$ cat config.mk
export PLATFORM = sky130hd
export DESIGN_NAME = prefetch_issue_queue
export DESIGN_NICKNAME = d
export VERILOG_FILES = /design/src/rtl/prefetch_pkg.sv /design/src/rtl/pf_sync_fifo.sv /design/src/rtl/prefetch_issue_queue.sv
export SDC_FILE = /design/constraint.sdc
export NUM_CORES = 1
export LEC_CHECK = 0
export ABC_AREA = 1
export CAP_MARGIN = 20
export CORE_MARGIN = 3
export CORE_UTILIZATION = 45
export CTS_CLUSTER_DIAMETER = 30
export CTS_CLUSTER_SIZE = 24
export DETAILED_ROUTE_END_ITERATION = 16
export PLACE_DENSITY = 0.6
export SLEW_MARGIN = 20
export SYNTH_ARGS = -nofsm -noshare
export SYNTH_HDL_FRONTEND = slang
export SYNTH_SLANG_ARGS = --single-unit
$ cat constraint.sdc
create_clock -name clk -period 7.45 [get_ports clk]
set_input_delay 1.49 -clock clk [delete_from_list [all_inputs] [get_ports clk]]
set_output_delay 1.49 -clock clk [all_outputs]
set_load 0.01 [all_outputs]
$ cat src/rtl/prefetch_pkg.sv
// Shared types and helpers for the prefetch issue queue.
package prefetch_pkg;

    localparam int unsigned PF_ADDR_W = 32;
    localparam int unsigned CNT_W     = 16;

    typedef enum logic [1:0] {
        IDLE,
        ISSUE,
        WAIT_RSP,
        THROTTLE
    } issue_state_t;

    function automatic logic [CNT_W-1:0] sat_inc(input logic [CNT_W-1:0] v);
        return (v == {CNT_W{1'b1}}) ? v : v + 1'b1;
    endfunction

endpackage

$ cat src/rtl/pf_sync_fifo.sv
// Synchronous FIFO with separate occupancy count and a registered head output.
module pf_sync_fifo #(
    parameter int unsigned DEPTH  = 8,
    parameter int unsigned ADDR_W = 32,
    localparam int unsigned PTR_W  = $clog2(DEPTH),
    localparam int unsigned FCNT_W = $clog2(DEPTH + 1)
) (
    input  logic              clk_i,
    input  logic              rst_ni,
    input  logic              flush_i,
    input  logic              push_i,
    input  logic [ADDR_W-1:0] data_i,
    input  logic              pop_i,
    output logic              full_o,
    output logic              empty_o,
    output logic [FCNT_W-1:0] count_o,
    output logic [FCNT_W-1:0] count_next_o,
    output logic [ADDR_W-1:0] head_o
);

    logic [ADDR_W-1:0] mem_q [DEPTH];
    logic [PTR_W-1:0]  wr_ptr_q, wr_ptr_d, rd_ptr_q, rd_ptr_d;
    logic [FCNT_W-1:0] count_q, count_d;
    logic [ADDR_W-1:0] head_q, head_d;
    logic              do_push, do_pop;

    always_comb begin
        do_push  = push_i && (count_q != FCNT_W'(DEPTH));
        do_pop   = pop_i && (count_q != '0);
        wr_ptr_d = wr_ptr_q + PTR_W'(do_push);
        rd_ptr_d = rd_ptr_q + PTR_W'(do_pop);
        count_d  = count_q + FCNT_W'(do_push) - FCNT_W'(do_pop);
        if (flush_i) begin
            wr_ptr_d = '0;
            rd_ptr_d = '0;
            count_d  = '0;
        end
        head_d = head_q;
        // The next head may be the entry being written this very cycle.
        if (count_d != '0) begin
            head_d = (do_push && (rd_ptr_d == wr_ptr_q)) ? data_i : mem_q[rd_ptr_d];
        end
    end

    always_ff @(posedge clk_i) begin
        if (do_push && !flush_i) begin
            mem_q[wr_ptr_q] <= data_i;
        end
    end

    always_ff @(posedge clk_i or negedge rst_ni) begin
        if (!rst_ni) begin
            wr_ptr_q <= '0;
            rd_ptr_q <= '0;
            count_q  <= '0;
            head_q   <= '0;
        end else begin
            wr_ptr_q <= wr_ptr_d;
            rd_ptr_q <= rd_ptr_d;
            count_q  <= count_d;
            head_q   <= head_d;
        end
    end

    assign full_o       = (count_q == FCNT_W'(DEPTH));
    assign empty_o      = (count_q == '0);
    assign count_o      = count_q;
    assign count_next_o = count_d;
    assign head_o       = head_q;

endmodule

$ cat src/rtl/prefetch_issue_queue.sv
// Captures prefetcher addresses, filters recent duplicates, queues survivors and
// issues them as memory reads with a cap on outstanding requests.
module prefetch_issue_queue
    import prefetch_pkg::*;
#(
    parameter int unsigned ADDR_W          = PF_ADDR_W,
    parameter int unsigned DEPTH           = 8,
    parameter int unsigned FILTER_ENTRIES  = 4,
    parameter int unsigned MAX_OUTSTANDING = 4,
    localparam int unsigned OUT_W = $clog2(MAX_OUTSTANDING + 1)
) (
    input  logic              clk,
    input  logic              rst,
    input  logic [ADDR_W-1:0] pf_addr_i,
    input  logic              pf_valid_i,
    input  logic              flush_i,
    output logic              mem_req_valid_o,
    output logic [ADDR_W-1:0] mem_req_addr_o,
    input  logic              mem_req_ready_i,
    input  logic              mem_rsp_valid_i,
    output logic [CNT_W-1:0]  dup_cnt_o,
    output logic [CNT_W-1:0]  drop_cnt_o,
    output logic [OUT_W-1:0]  outstanding_o,
    output logic              rsp_err_o,
    output logic              idle_o
);

    localparam int unsigned FCNT_W = $clog2(DEPTH + 1);

    issue_state_t            state_q, state_d;
    logic [OUT_W-1:0]        out_q, out_d;
    logic [CNT_W-1:0]        dup_q, dup_d, drop_q, drop_d;
    logic                    err_q, err_d;
    logic [ADDR_W-1:0]       filt_addr_q [FILTER_ENTRIES];
    logic [ADDR_W-1:0]       filt_addr_d [FILTER_ENTRIES];
    logic [FILTER_ENTRIES-1:0] filt_vld_q, filt_vld_d;

    logic              capture, filt_hit, push, fire, rsp_ok;
    logic              fifo_full, fifo_empty;
    logic [FCNT_W-1:0] fifo_count, fifo_count_next;

    assign mem_req_valid_o = (state_q == ISSUE);
    assign idle_o          = (state_q == IDLE);
    assign fire            = mem_req_valid_o && mem_req_ready_i;
    assign capture         = pf_valid_i && !flush_i;
    assign push            = capture && !filt_hit && !fifo_full;
    assign rsp_ok          = mem_rsp_valid_i && (out_q != '0);

    pf_sync_fifo #(
        .DEPTH  (DEPTH),
        .ADDR_W (ADDR_W)
    ) u_fifo (
        .clk_i        (clk),
        .rst_ni       (rst),
        .flush_i      (flush_i),
        .push_i       (push),
        .data_i       (pf_addr_i),
        .pop_i        (fire),
        .full_o       (fifo_full),
        .empty_o      (fifo_empty),
        .count_o      (fifo_count),
        .count_next_o (fifo_count_next),
        .head_o       (mem_req_addr_o)
    );

    always_comb begin
        filt_hit = 1'b0;
        for (int i = 0; i < int'(FILTER_ENTRIES); i++) begin
            if (filt_vld_q[i] && (filt_addr_q[i] == pf_addr_i)) filt_hit = 1'b1;
        end
    end

    always_comb begin
        out_d  = out_q + OUT_W'(fire) - OUT_W'(rsp_ok);
        err_d  = err_q | (mem_rsp_valid_i && (out_q == '0));
        dup_d  = (capture && filt_hit) ? sat_inc(dup_q) : dup_q;
        drop_d = (capture && !filt_hit && fifo_full) ? sat_inc(drop_q) : drop_q;

        filt_addr_d = filt_addr_q;
        filt_vld_d  = filt_vld_q;
        if (flush_i) begin
            filt_vld_d = '0;
        end else if (push) begin
            for (int i = int'(FILTER_ENTRIES) - 1; i > 0; i--) begin
                filt_addr_d[i] = filt_addr_q[i-1];
            end
            filt_addr_d[0] = pf_addr_i;
            filt_vld_d     = {filt_vld_q[FILTER_ENTRIES-2:0], 1'b1};
        end

        // Throttle takes priority so a full window never shows a valid request.
        if (out_d == OUT_W'(MAX_OUTSTANDING)) begin
            state_d = THROTTLE;
        end else if (fifo_count_next != '0) begin
            state_d = ISSUE;
        end else if (out_d != '0) begin
            state_d = WAIT_RSP;
        end else begin
            state_d = IDLE;
        end
    end

    always_ff @(posedge clk or negedge rst) begin
        if (!rst) begin
            state_q <= IDLE;
        end else begin
            state_q <= state_d;
        end
    end

    always_ff @(posedge clk or negedge rst) begin
        if (!rst) begin
            out_q      <= '0;
            err_q      <= 1'b0;
            dup_q      <= '0;
            drop_q     <= '0;
            filt_vld_q <= '0;
            for (int i = 0; i < int'(FILTER_ENTRIES); i++) filt_addr_q[i] <= '0;
        end else begin
            out_q       <= out_d;
            err_q       <= err_d;
            dup_q       <= dup_d;
            drop_q      <= drop_d;
            filt_vld_q  <= filt_vld_d;
            filt_addr_q <= filt_addr_d;
        end
    end

    assign dup_cnt_o     = dup_q;
    assign drop_cnt_o    = drop_q;
    assign outstanding_o = out_q;
    assign rsp_err_o     = err_q;

endmodule
==> summary.md, run 1 <==
| Metric | Value |
|---|---|
| Status | `finished, final reports clean` |
| Clock buffer count from CTS | `100` |
| Row count | `between 80 and 90` |
| Slew at the pin closest to its max-slew limit | `approximately 1 ns` |
| Combinational power share | `~29%` |
| CTS tree | `yes` |
| Layout area overhead | `23.8%` |
| IO Pins | `around 110` |
| Syn Nets | `between 2000 and 3000` |
| Detailed-route via count | `about 18000` |
| DRT iter0 DRCs | `roughly 1800` |
| Largest family of logic cells by synthesized area | `simple AND/OR/NAND/NOR gates` |
| All-layer global routing usage | `28.3%` |
| CP startpoint kind | `input port` |
| Crit-path max FO | `34` |
| Most frequent CP cell | `nand2_1` |
| Post-DP Area | `between 20000 and 25000 sq um` |
| Post-synthesis area per instance | `between 8 and 9 sq um` |
| Static leakage | `about 12 nW` |
| #FFs+latches synth | `~470` |
| CTS clk-pin slew, worst paths | `approximately 0.05 ns` |
| Setup-failing EPs final | `0` |
| Worst R2R Setup Slack | `~3.6 ns` |
| Commonest non-fill, non-tap cells in the layout | `nand2_1 (848), edfxtp_1 (256), inv_1 (239), dfrtp_1 (212), nand3_1 (207)` |
| Critical path endpoint | `u_fifo.head_o[20]$_DFFE_PN0P_` |
| Footprint of the multi-input gates | `7990 sq um` |
| Final Cell Area | `~28000 sq um` |
| Ys flop type | `edfxtp_1` |
| Register share of total power | `between 30% and 40%` |
| Total wire length | `74400 um` |
| Post-CTS sizing | `0` |
| Die Area | `~52000 sq um` |
| GPL Wtd Cong | `a little over 1` |
| # port buffers | `between 100 and 150` |
| VDD IR-drop max | `about 240 uV` |
| DRT Pass-1 Iters | `6` |
| CP startpoint | `pf_addr_i[21]` |
| Clk Latency, worst-skew pair | `approximately 0.64 ns` |
| Nets | `approximately 2700` |
| Final Skew | `between 0.04 and 0.05 ns` |
| Clock H-tree levels | `3` |
| Mux cell area share after synthesis | `0%` |
| WP depth | `23` |
| Int Pwr | `between 7 and 8 mW` |
| # fillers | `roughly 4400` |
| Psw | `between 4 and 5 mW` |
| Simple-gate share of the synthesized area | `24.7%` |
| Critical path class | `in2reg` |
| Post-route ant nets | `0` |
| Rel. slew slack | `around a third` |
| Synth area leaders | `edfxtp_1 (34%), dfrtp_1 (24%), nand2_1 (14%)` |
| Data arrival, critical path | `between 6 and 7 ns` |
| Grt ovf | `0` |
| FF/Latch Area | `about 13000 sq um` |
| Pwr Density | `approximately 420 nW/um^2` |
| Maximum clock path buffer count | `3` |
| Crit end category | `register` |
| Final period util | `between 70% and 80%` |
| Final Hold Fails | `0` |
| Post-synthesis compound-gate area fraction | `under 10%` |
| Critical Path RT | `approximately 8 ns` |
| Avg WL per Cell | `roughly 22 um` |
| RR Startpoint | `filt_addr_q[100]$_DFFE_PN0P_` |
| Library cells used by synthesis | `45` |
| Switch share | `35.2%` |
| Vias/cell | `5.43` |
| Layout cell share with drive strength beyond 1 | `around 8.8%` |
| Clock power frac | `around two fifths` |
| Antenna violations before repair | `1` |
| Commonest non-fill, non-tap cell in the layout | `nand2_1` |
| RSZ-0062 raised after global routing | `no` |
| Die X | `approximately 230 um` |
| Post-synth ARST share | `~45%` |
| Reg2Reg Depth | `19` |
| Family with the most delay on the worst path | `buffers and inverters` |
| Core Box Area | `just under 50000 sq um` |
| CP Cell Sequence | `clkdlybuf4s50_1 > inv_1 > nand2_1 > nand2_1 > nor2_1 > nand2_1 > nor2_1 > nand3_1 > nor2_1 > nor2_1 > nand3_2 > nor2_4 > ha_1 > fa_1 > xnor2_1 > nor2_1 > nor3_1 > nand2_1 > buf_4 > inv_1 > buf_4 > nand2_1 > nand2_1` |
| Largest net degree at the start of global routing | `around 120` |
| Cell accounting for the most synthesized area | `edfxtp_1` |
| Cell area after synthesis | `between 20000 and 25000 sq um` |
| Top cell type's share of synthesized area | `between 30% and 40%` |
| CTS sink count | `approximately 470` |
| Buffer and inverter count on the worst path | `5` |
| Syn. warnings | `0` |
| Total of max-cap violations | `0` |
| Final slew viol count | `0` |
| CP peak stage delay | `0.95 ns` |
| Clk root buf | `clkbuf_16` |
| Worst R2R End | `u_fifo.head_o[20]$_DFFE_PN0P_` |
| Global-route wire length before repair | `~110000 um` |
| Minimum clock period | `around 5.5 ns` |
| EDFF count, synth | `about 260` |
| Cell count after synthesis | `approximately 2500` |
| CP max-delay cell | `clkdlybuf4s50_1` |
| Detailed Place HPWL | `about 52000 um` |
| CTS Hold Buffers Added | `0` |
| Setup TNS | `0 ns` |
| Starting Density | `about 46%` |
| Die Y-Extent | `between 200 and 250 um` |
| Type of the worst min-delay path | `reg2reg` |
| DR DRC count | `0` |
| Register area share after synthesis | `a little under 60%` |
| Number of global-route vias before repair | `roughly 18000` |
| Fmax | `about 180 MHz` |
| Synth Area in Adders | `less than 1%` |
| Setup Fix Bufs, Post-CTS | `0` |
| XOR/XNOR share of the synthesized area | `roughly 2.1%` |
[state kept, by name (all words and copies together) (netlist names)]
| register | count |
|---|---|
| filt_vld_q | 4 |
| dup_cnt_o | 16 |
| u_fifo.mem_q | 256 |
| u_fifo.head_o | 32 |
| drop_cnt_o | 16 |
| u_fifo.wr_ptr_q | 3 |
| u_fifo.rd_ptr_q | 3 |
| u_fifo.count_o | 4 |
| rsp_err_o | 1 |
| outstanding_o | 3 |
| filt_addr_q | 128 |
| state_q | 2 |
[worst register-to-register path, stage by stage, from the launching register on]
cell	delay [ns]
dfrtp_1	0.40
xnor2_1	0.49
nand3_1	0.15
nor2_1	0.15
nand3_1	0.08
nor2_1	0.17
nor2_1	0.10
nand3_2	0.11
nor2_4	0.04
ha_1	0.22
fa_1	0.41
xnor2_1	0.19
nor2_1	0.09
nor3_1	0.18
nand2_1	0.07
buf_4	0.25
inv_1	0.11
buf_4	0.35
nand2_1	0.15
nand2_1	0.09
[cells in the mapped netlist, types with 2 or more instances]
cell type,n
a21oi_1,27
a31oi_1,3
a32o_1,22
and2_1,3
buf_1,5
buf_2,30
buf_4,17
buf_6,4
clkbuf_1,44
clkbuf_2,2
dfrtp_1,212
edfxtp_1,256
fa_1,2
ha_1,14
inv_1,241
inv_2,14
nand2_1,850
nand3_1,207
nand3b_1,5
nand4_1,27
nor2_1,187
nor3_1,34
nor4_1,9
o211ai_1,11
o21ai_0,115
o21ai_1,22
o221ai_1,20
o22ai_1,45
o311ai_0,10
or2_2,11
xnor2_1,32
xor2_1,21
[stage by stage]
| step | setup slack (ns) | utilization, % | hold slack (ns) | instances | power [mW] |
|---|---|---|---|---|---|
| 2_1_floorplan | 2.02 | - | 0.472 | 2515 | 5.66 |
| 3_3_place_gp | 1.50 | 49.0 | 0.451 | 3211 | 6.94 |
| 3_5_place_dp | 1.42 | 49.0 | 0.471 | 3211 | 6.99 |
| 4_1_cts | 2.02 | 56.5 | 0.483 | 3399 | 11.8 |
| 5_1_grt | 1.69 | 56.5 | 0.493 | 3399 | 12.3 |
| 6_report | 1.92 | 56.5 | 0.479 | 3400 | 11.7 |
[power by group through the flow]
stage	Clock [mW]	Combinational, mW	Sequential [mW]
floorplan	0	2.07	3.59
global placement	0	3.28	3.66
detailed placement	0	3.33	3.66
CTS	4.78	3.35	3.63
global route	4.92	3.74	3.69
finish	4.72	3.36	3.64
[how the worst min path moves through the flow]
stage                                      startpoint                     endpoint  slack (ns)  depth (start not counted)
after detailed placement          rsp_err_o$_DFF_PN0_          rsp_err_o$_DFF_PN0_        0.47                          1
after global routing              rsp_err_o$_DFF_PN0_          rsp_err_o$_DFF_PN0_        0.49                          1
after CTS                         rsp_err_o$_DFF_PN0_          rsp_err_o$_DFF_PN0_        0.48                          1
after floorplan           filt_addr_q[24]$_DFFE_PN0P_  filt_addr_q[24]$_DFFE_PN0P_        0.47                          2
final                             rsp_err_o$_DFF_PN0_          rsp_err_o$_DFF_PN0_        0.48                          1
after global placement            rsp_err_o$_DFF_PN0_          rsp_err_o$_DFF_PN0_        0.45                          1
[area by class of cell]
class                   instances  share of cell area [%]
clock inverters                64                    3.46
diodes                          1                 0.00903
repair buffers                134                    4.61
multi-input cells            1690                    28.8
well taps                     664                    3.00
inverters                     255                    3.46
flip-flops and latches        468                    46.9
clock buffers                 124                    9.76
[metal layers]
metal / share of wire [%] / track usage, % / up-vias
li1: - / - / 8639
met1: 45 / 40.0 / 8959
met2: 45 / 43.4 / 703
met3: 7.1 / 5.60 / 145
met4: 3.4 / 10.4 / 2
met5: 0.017 / 0 / -
[logic make-up (layout without fill, tap and decap cells)]
logic type,count (synthesis),count (layout)
and+or+nand+nor,1342,1342
DFF,468,468
buffers and inverters,357,577
AOI/OAI and AO/OA,279,279
xor gates and xnor gates,53,53
adders and majority gates,16,16
other,0,1
Power figures use the tool's default switching activity.
==> inputs of run 2 (changes only) <==
- clock period: 7.45 -> 5.1 ns (I/O delays scaled with it)
==> summary.md, run 2 (synthesis gave the netlist of run 1 again) <==
| Metric | Value |
|---|---|
| CTS sink count | `468 (unchanged)` |
| Clk root buf | `clkbuf_16` |
| Critical path class | `in2reg` |
| Commonest non-fill, non-tap cells in the layout | `nand2_1 (848), edfxtp_1 (256), inv_1 (239), dfrtp_1 (212), nand3_1 (207)` |
| Core Box Area | `49100 sq um (unchanged)` |
| DRT Pass-1 Iters | `6 (unchanged)` |
| Final Cell Area | `28400 sq um (+2.4%)` |
| Clk Latency, worst-skew pair | `0.64 ns (about the same)` |
| Clock H-tree levels | `3 (unchanged)` |
| Combinational power share | `29.0% (+0.3 points)` |
| GRT busiest layer | `met2` |
| # port buffers | `107 (unchanged)` |
| GPL Wtd Cong | `1.03 (+0.95%)` |
| CP startpoint kind | `input port` |
| Die Y-Extent | `229 um (unchanged)` |
| DR DRC count | `0 (unchanged)` |
| Largest net degree at the start of global routing | `129 (+5.7%)` |
| Crit end category | `register` |
| VDD IR-drop max | `358 uV (+48%)` |
| IO Pins | `108 (unchanged)` |
| Starting Density | `45.7% (unchanged)` |
| Die X | `229 um (unchanged)` |
| Setup Fix Bufs, Post-CTS | `0 (unchanged)` |
| Grt met3 use | `5.25% (-0.35 points)` |
| Pwr Density | `618 nW/um^2 (+46%)` |
| All-layer global routing usage | `28.9% (+0.65 points)` |
| Row count | `81 (unchanged)` |
| Critical Path RT | `5.66 ns (-2.36 ns)` |
| Antenna violations before repair | `0 (-1)` |
| Psw | `6.11 mW (+48%)` |
| Status | `finished, final reports clean` |
| M1 GR Usage | `40.5% (+0.50 points)` |
| Detailed-route via count | `18800 (+1.8%)` |
| Final period util | `83.7%` |
| CTS clk-pin slew, worst paths | `0.04 ns (about the same)` |
| CTS Hold Buffers Added | `0 (unchanged)` |
| Layout cell share with drive strength beyond 1 | `10.6% (+1.7 points)` |
| Setup-failing EPs final | `0 (unchanged)` |
| DRT iter0 DRCs | `1783 (-0.89%)` |
| Commonest non-fill, non-tap cell in the layout | `nand2_1` |
| Switch share | `34.8% (-0.31 points)` |
| Post-route ant nets | `0 (unchanged)` |
| Number of global-route vias before repair | `18500 (+2.0%)` |
| Post-DP Area | `24600 sq um (+2.2%)` |
| Most flop-heavy register | `u_fifo.mem_q` |
| Register share of total power | `30.2% (-0.8 points)` |
| Nets | `2749 (+1.7%)` |
| Crit-path max FO | `33 (-2.9%)` |
| Final Skew | `0.0281 ns (-0.0166 ns)` |
| Total of max-cap violations | `0 (unchanged)` |
| Final slew viol count | `0 (unchanged)` |
| Max reg flops | `256 (unchanged)` |
| Data arrival, critical path | `4.83 ns (-1.27 ns)` |
| Maximum clock path buffer count | `3 (unchanged)` |
| Total wire length | `76400 um (+2.7%)` |
| Rel. slew slack | `38.6% (+4.4 points)` |
| Clock buffer count from CTS | `101 (+1.0%)` |
| CTS tree | `yes` |
| Minimum clock period | `4.27 ns` |
| Final Hold Fails | `0 (unchanged)` |
| RSZ-0062 raised after global routing | `no` |
| Type of the worst min-delay path | `in2async` |
| Die Area | `52500 sq um (unchanged)` |
| Int Pwr | `11.4 mW (+50%)` |
| Clock power frac | `40.8% (+0.5 points)` |
| GR Util met2 | `44.3% (+0.88 points)` |
| Fmax | `roughly 230 MHz` |
| Slew at the pin closest to its max-slew limit | `0.920 ns (-0.0656 ns)` |
| Static leakage | `12.4 nW (+2.9%)` |
| Global-route wire length before repair | `114000 um (+2.1%)` |
| Vias/cell | `5.45 (+0.42%)` |
| Detailed Place HPWL | `52900 um (+2.4%)` |
| Avg WL per Cell | `22.1 um (+1.2%)` |
| Setup TNS | `0 ns (unchanged)` |
| Layout area overhead | `26.7%` |
| Post-CTS sizing | `0 (unchanged)` |
| Grt ovf | `0 (unchanged)` |
-- run 2: cell types whose count changed in the layout (fill, tap and decap cells not counted), moves of 3 or more --
cell and delta:
clkinv_1 +4, clkinv_4 +3, clkinv_2 -3, clkbuf_8 +7, clkinvlp_4 -4, buf_4 +29, clkbuf_1 -9, buf_12 +16
-- run 2: cell type report --
| class | instances | area, sq um |
|---|---|---|
| Tap cell | 664 | 831 |
| Fill cell | 4373 | 20700 |
| Antenna cell | 2 | 5.00 |
| Sequential cell | 468 | 13000 |
| Multi-Input combinational cell | 1690 | 7990 |
| Inverter | 255 | 957 |
| Clock inverter | 68 | 1020 |
| Clock buffer | 122 | 2770 |
| Timing Repair Buffer | 179 | 1820 |
-- run 2: routing by layer --
metal / share of wire (%) / vias to the layer above
li1: - / 8726
met1: 44 / 9137
met2: 45 / 769
met3: 7.1 / 155
met4: 4.0 / 0
met5: 0 / -
-- run 2: power by group through the flow --
stage          clock network [mW]  registers (mW)  logic (mW)
2_1_floorplan                   0            5.25        3.02
3_3_place_gp                    0            5.34        4.98
3_5_place_dp                    0            5.34        5.05
4_1_cts                      7.23            5.30        5.08
5_1_grt                      7.42            5.39        5.64
6_report                     7.15            5.31        5.09
-- run 2: path summary, 6_finish.rpt --
check / start / endpoint / cells past startpoint / slack (ns)
worst min register to register: rsp_err_o$_DFF_PN0_ / rsp_err_o$_DFF_PN0_ / 1 / 0.46
min in group clk: rsp_err_o$_DFF_PN0_ / rsp_err_o$_DFF_PN0_ / 1 / 0.46
max in group asynchronous: rst / filt_addr_q[72]$_DFFE_PN0P_ / 2 / 3.46
worst max register to register: filt_addr_q[117]$_DFFE_PN0P_ / u_fifo.head_o[20]$_DFFE_PN0P_ / 21 / 1.69
worst min-delay path: rst / dup_cnt_o[11]$_DFFE_PN0P_ / 1 / 0.40
worst max-delay path: pf_addr_i[8] / u_fifo.head_o[20]$_DFFE_PN0P_ / 22 / 0.83
-- run 2: metrics by stage --
step / power (mW) / cells / util [%] / hold slack, ns / worst slack [ns]
floorplan: 8.27 / 2515 / - / 0.472 / 0.139
global placement: 10.3 / 3256 / 50.1 / 0.452 / 0.267
detailed placement: 10.4 / 3256 / 50.1 / 0.459 / 0.305
CTS: 17.6 / 3446 / 57.8 / 0.398 / 0.958
global route: 18.4 / 3446 / 57.8 / 0.427 / 0.589
finish: 17.5 / 3448 / 57.9 / 0.396 / 0.830
-- run 2: critical path, stage by stage --
cell             delay, ns
clkdlybuf4s50_1       0.81
inv_2                 0.17
nand2_1               0.16
nand2_1               0.07
nor2_1                0.16
nand2_1               0.07
nor2_1                0.21
nand3_1               0.11
nor2_1                0.11
nor2_1                0.08
nand3_2               0.15
nor2_4                0.06
ha_1                  0.24
fa_1                  0.42
xnor2_1               0.16
nor2_1                0.07
nor3_1                0.13
nand2_1               0.13
inv_1                 0.11
buf_12                0.20
nand2_1               0.08
nand2_1               0.07
==> inputs of run 3 (changes only) <==
- clock period: 5.1 -> 4.25 ns (I/O delays scaled with it)
==> summary.md, run 3 (synthesis gave the netlist of run 1 again) <==
| Metric | Value |
|---|---|
| Status | `finished, final reports clean` |
| CTS clk-pin slew, worst paths | `0.05 ns (about the same)` |
| Total wire length | `78900 um (+3.3%)` |
| Core Box Area | `49100 sq um (unchanged)` |
| Detailed Place HPWL | `56800 um (+7.2%)` |
| Crit end category | `register` |
| Crit-path max FO | `26 (-21%)` |
| Met1 WL | `34900 um (+3.8%)` |
| Grt ovf | `0 (unchanged)` |
| Met3 wire len | `5560 um (+2.1%)` |
| Clock H-tree levels | `3 (unchanged)` |
| DR DRC count | `0 (unchanged)` |
| Starting Density | `45.7% (unchanged)` |
| Most flop-heavy register | `u_fifo.mem_q` |
| CTS tree | `yes` |
| Final slew viol count | `0 (unchanged)` |
| Slew at the pin closest to its max-slew limit | `0.733 ns (-0.188 ns)` |
| Critical path class | `in2reg` |
| Die Y-Extent | `229 um (unchanged)` |
| Reg2Reg Depth | `18 (-14%)` |
| Final Hold Fails | `0 (unchanged)` |
| WL met2 | `36800 um (+7.5%)` |
| Final Skew | `0.0519 ns (+0.0238 ns)` |
| Nets | `2947 (+7.2%)` |
| Total of max-cap violations | `0 (unchanged)` |
| VDD IR-drop max | `512 uV (+43%)` |
| Number of global-route vias before repair | `18900 (+2.6%)` |
| Avg WL per Cell | `21.7 um (-2.1%)` |
| Final period util | `between 90 and 100%` |
| CP startpoint kind | `input port` |
| Worst hold margin | `0.231 ns (-0.165 ns)` |
| DRT Pass-1 Iters | `6 (unchanged)` |
| Worst R2R End | `u_fifo.head_o[12]$_DFFE_PN0P_` |
| Most frequent CP cell | `nand2_1` |
| CTS sink count | `468 (unchanged)` |
| Static leakage | `13.2 nW (+6.2%)` |
| Vias/cell | `5.33 (-2.2%)` |
| CP max-delay cell | `clkdlybuf4s50_1` |
| Post-CTS sizing | `0 (unchanged)` |
| Top layer in use | `met4` |
| Clock buffer count from CTS | `102 (+0.99%)` |
| CTS Hold Buffers Added | `0 (unchanged)` |
| Layout cell share with drive strength beyond 1 | `16.0% (+5.4 points)` |
| GPL Wtd Cong | `1.00 (-2.4%)` |
| Setup-failing EPs final | `0 (unchanged)` |
| Commonest non-fill, non-tap cell in the layout | `nand2_1` |
| Antenna violations before repair | `0 (unchanged)` |
| Max reg flops | `256 (unchanged)` |
| Clk root buf | `clkbuf_16` |
| Commonest non-fill, non-tap cells in the layout | `nand2_1 (848), edfxtp_1 (256), buf_4 (241), inv_1 (239), dfrtp_1 (212)` |
| Clk Latency, worst-skew pair | `0.65 ns (about the same)` |
| # port buffers | `107 (unchanged)` |
| Rel. slew slack | `51.2% (+13 points)` |
| Largest net degree at the start of global routing | `124 (-3.9%)` |
| RSZ-0062 raised after global routing | `no` |
| Critical Path RT | `4.83 ns (-0.83 ns)` |
| Pwr Density | `699 nW/um^2 (+13%)` |
| Minimum clock period | `a little under 4 ns` |
| Setup TNS | `0 ns (unchanged)` |
| Buffer and inverter count on the worst path | `4 (unchanged)` |
| DRT iter0 DRCs | `1721 (-3.5%)` |
| CP Cell Sequence | `clkdlybuf4s50_1 > inv_1 > nand2_1 > nand2_1 > nor2_1 > nand2_1 > nor2_1 > nand3_1 > nor2_1 > nor2_1 > nand3_2 > nor2_4 > ha_1 > fa_1 > xnor2_1 > nor2_1 > nor3_1 > nand2_1 > inv_1 > buf_12 > nand2_1 > nand2_1` |
| All-layer global routing usage | `30.0% (+1.1 points)` |
| Setup Fix Bufs, Post-CTS | `0 (unchanged)` |
| IO Pins | `108 (unchanged)` |
| Row count | `81 (unchanged)` |
| Data arrival, critical path | `4.47 ns (-0.36 ns)` |
| Layout area overhead | `32.1%` |
| Type of the worst min-delay path | `in2async` |
| Die Area | `52500 sq um (unchanged)` |
| Die X | `229 um (unchanged)` |
| Fmax | `257 MHz` |
| CP peak stage delay | `0.62 ns (-0.19 ns)` |
| Global-route wire length before repair | `118000 um (+3.5%)` |
| Family with the most delay on the worst path | `simple AND/OR/NAND/NOR gates` |
| RR Startpoint | `filt_addr_q[108]$_DFFE_PN0P_` |
| Worst R2R Setup Slack | `0.89 ns (-0.80 ns)` |
| Maximum clock path buffer count | `3 (unchanged)` |
| Post-route ant nets | `0 (unchanged)` |
| Detailed-route via count | `19400 (+3.2%)` |
run 3: changes by cell type in the layout (fill, tap and decap cells not counted), sizes merged:
cell,delta
clkinvlp,+3
diode,-1
buf,+197
bufinv,-15
clkbuf,+12
clkinv,-3
inv,-2
run 3: cell type report:
class                           count  area (sq um)
Antenna cell                        1          2.50
Clock buffer                      134          2780
Clock inverter                     51           589
Fill cell                        4258         19500
Inverter                          255           957
Multi-Input combinational cell   1690          7990
Sequential cell                   468         13000
Tap cell                          664           831
Timing Repair Buffer              376          3450
run 3: worst max path at each step:
stage / cells after the start / endpoint / start / slack (ns)
final: 22 / u_fifo.head_o[12]$_DFFE_PN0P_ / pf_addr_i[0] / 0.36
after floorplan: 15 / u_fifo.mem_q[5][0]$_DFFE_PP_ / pf_addr_i[30] / -0.54
after CTS: 22 / u_fifo.head_o[12]$_DFFE_PN0P_ / pf_addr_i[0] / 0.40
after global routing: 22 / u_fifo.head_o[26]$_DFFE_PN0P_ / pf_addr_i[0] / 0.10
after detailed placement: 22 / u_fifo.head_o[12]$_DFFE_PN0P_ / pf_addr_i[0] / -0.23
after global placement: 22 / u_fifo.head_o[19]$_DFFE_PN0P_ / pf_addr_i[0] / -0.21
run 3: worst register-to-register path: cells and delay by family, from the launching register on:
kind / cells / cell delay (ns)
xor gates and xnor gates: 2 / 0.74
adders and majority gates: 2 / 0.66
buffers and inverters: 2 / 0.32
DFF: 1 / 0.40
and+or+nand+nor: 12 / 1.18
run 3: where the power goes:
group          switching (mW)  internal [mW]
registers               0.665           5.70
clock network            2.55           5.02
logic                    4.18           2.57
run 3: layer usage:
metal / track usage [%] / up-vias
met3: 5.65 / 104
met5: 0 / -
met4: 7.22 / 0
met1: 42.3 / 9441
met2: 48.3 / 720
li1: - / 9127
run 3: per-stage QoR:
step	setup WS (ns)	power (mW)	util, %	instances	instance area [sq um]
floorplan	-0.541	9.93	-	2515	22400
global placement	-0.205	13.0	53.4	3453	26200
detailed placement	-0.229	13.1	53.4	3453	26200
CTS	0.400	20.8	60.3	3638	29600
global route	0.105	21.8	60.3	3638	29600
finish	0.360	20.7	60.3	3639	29600
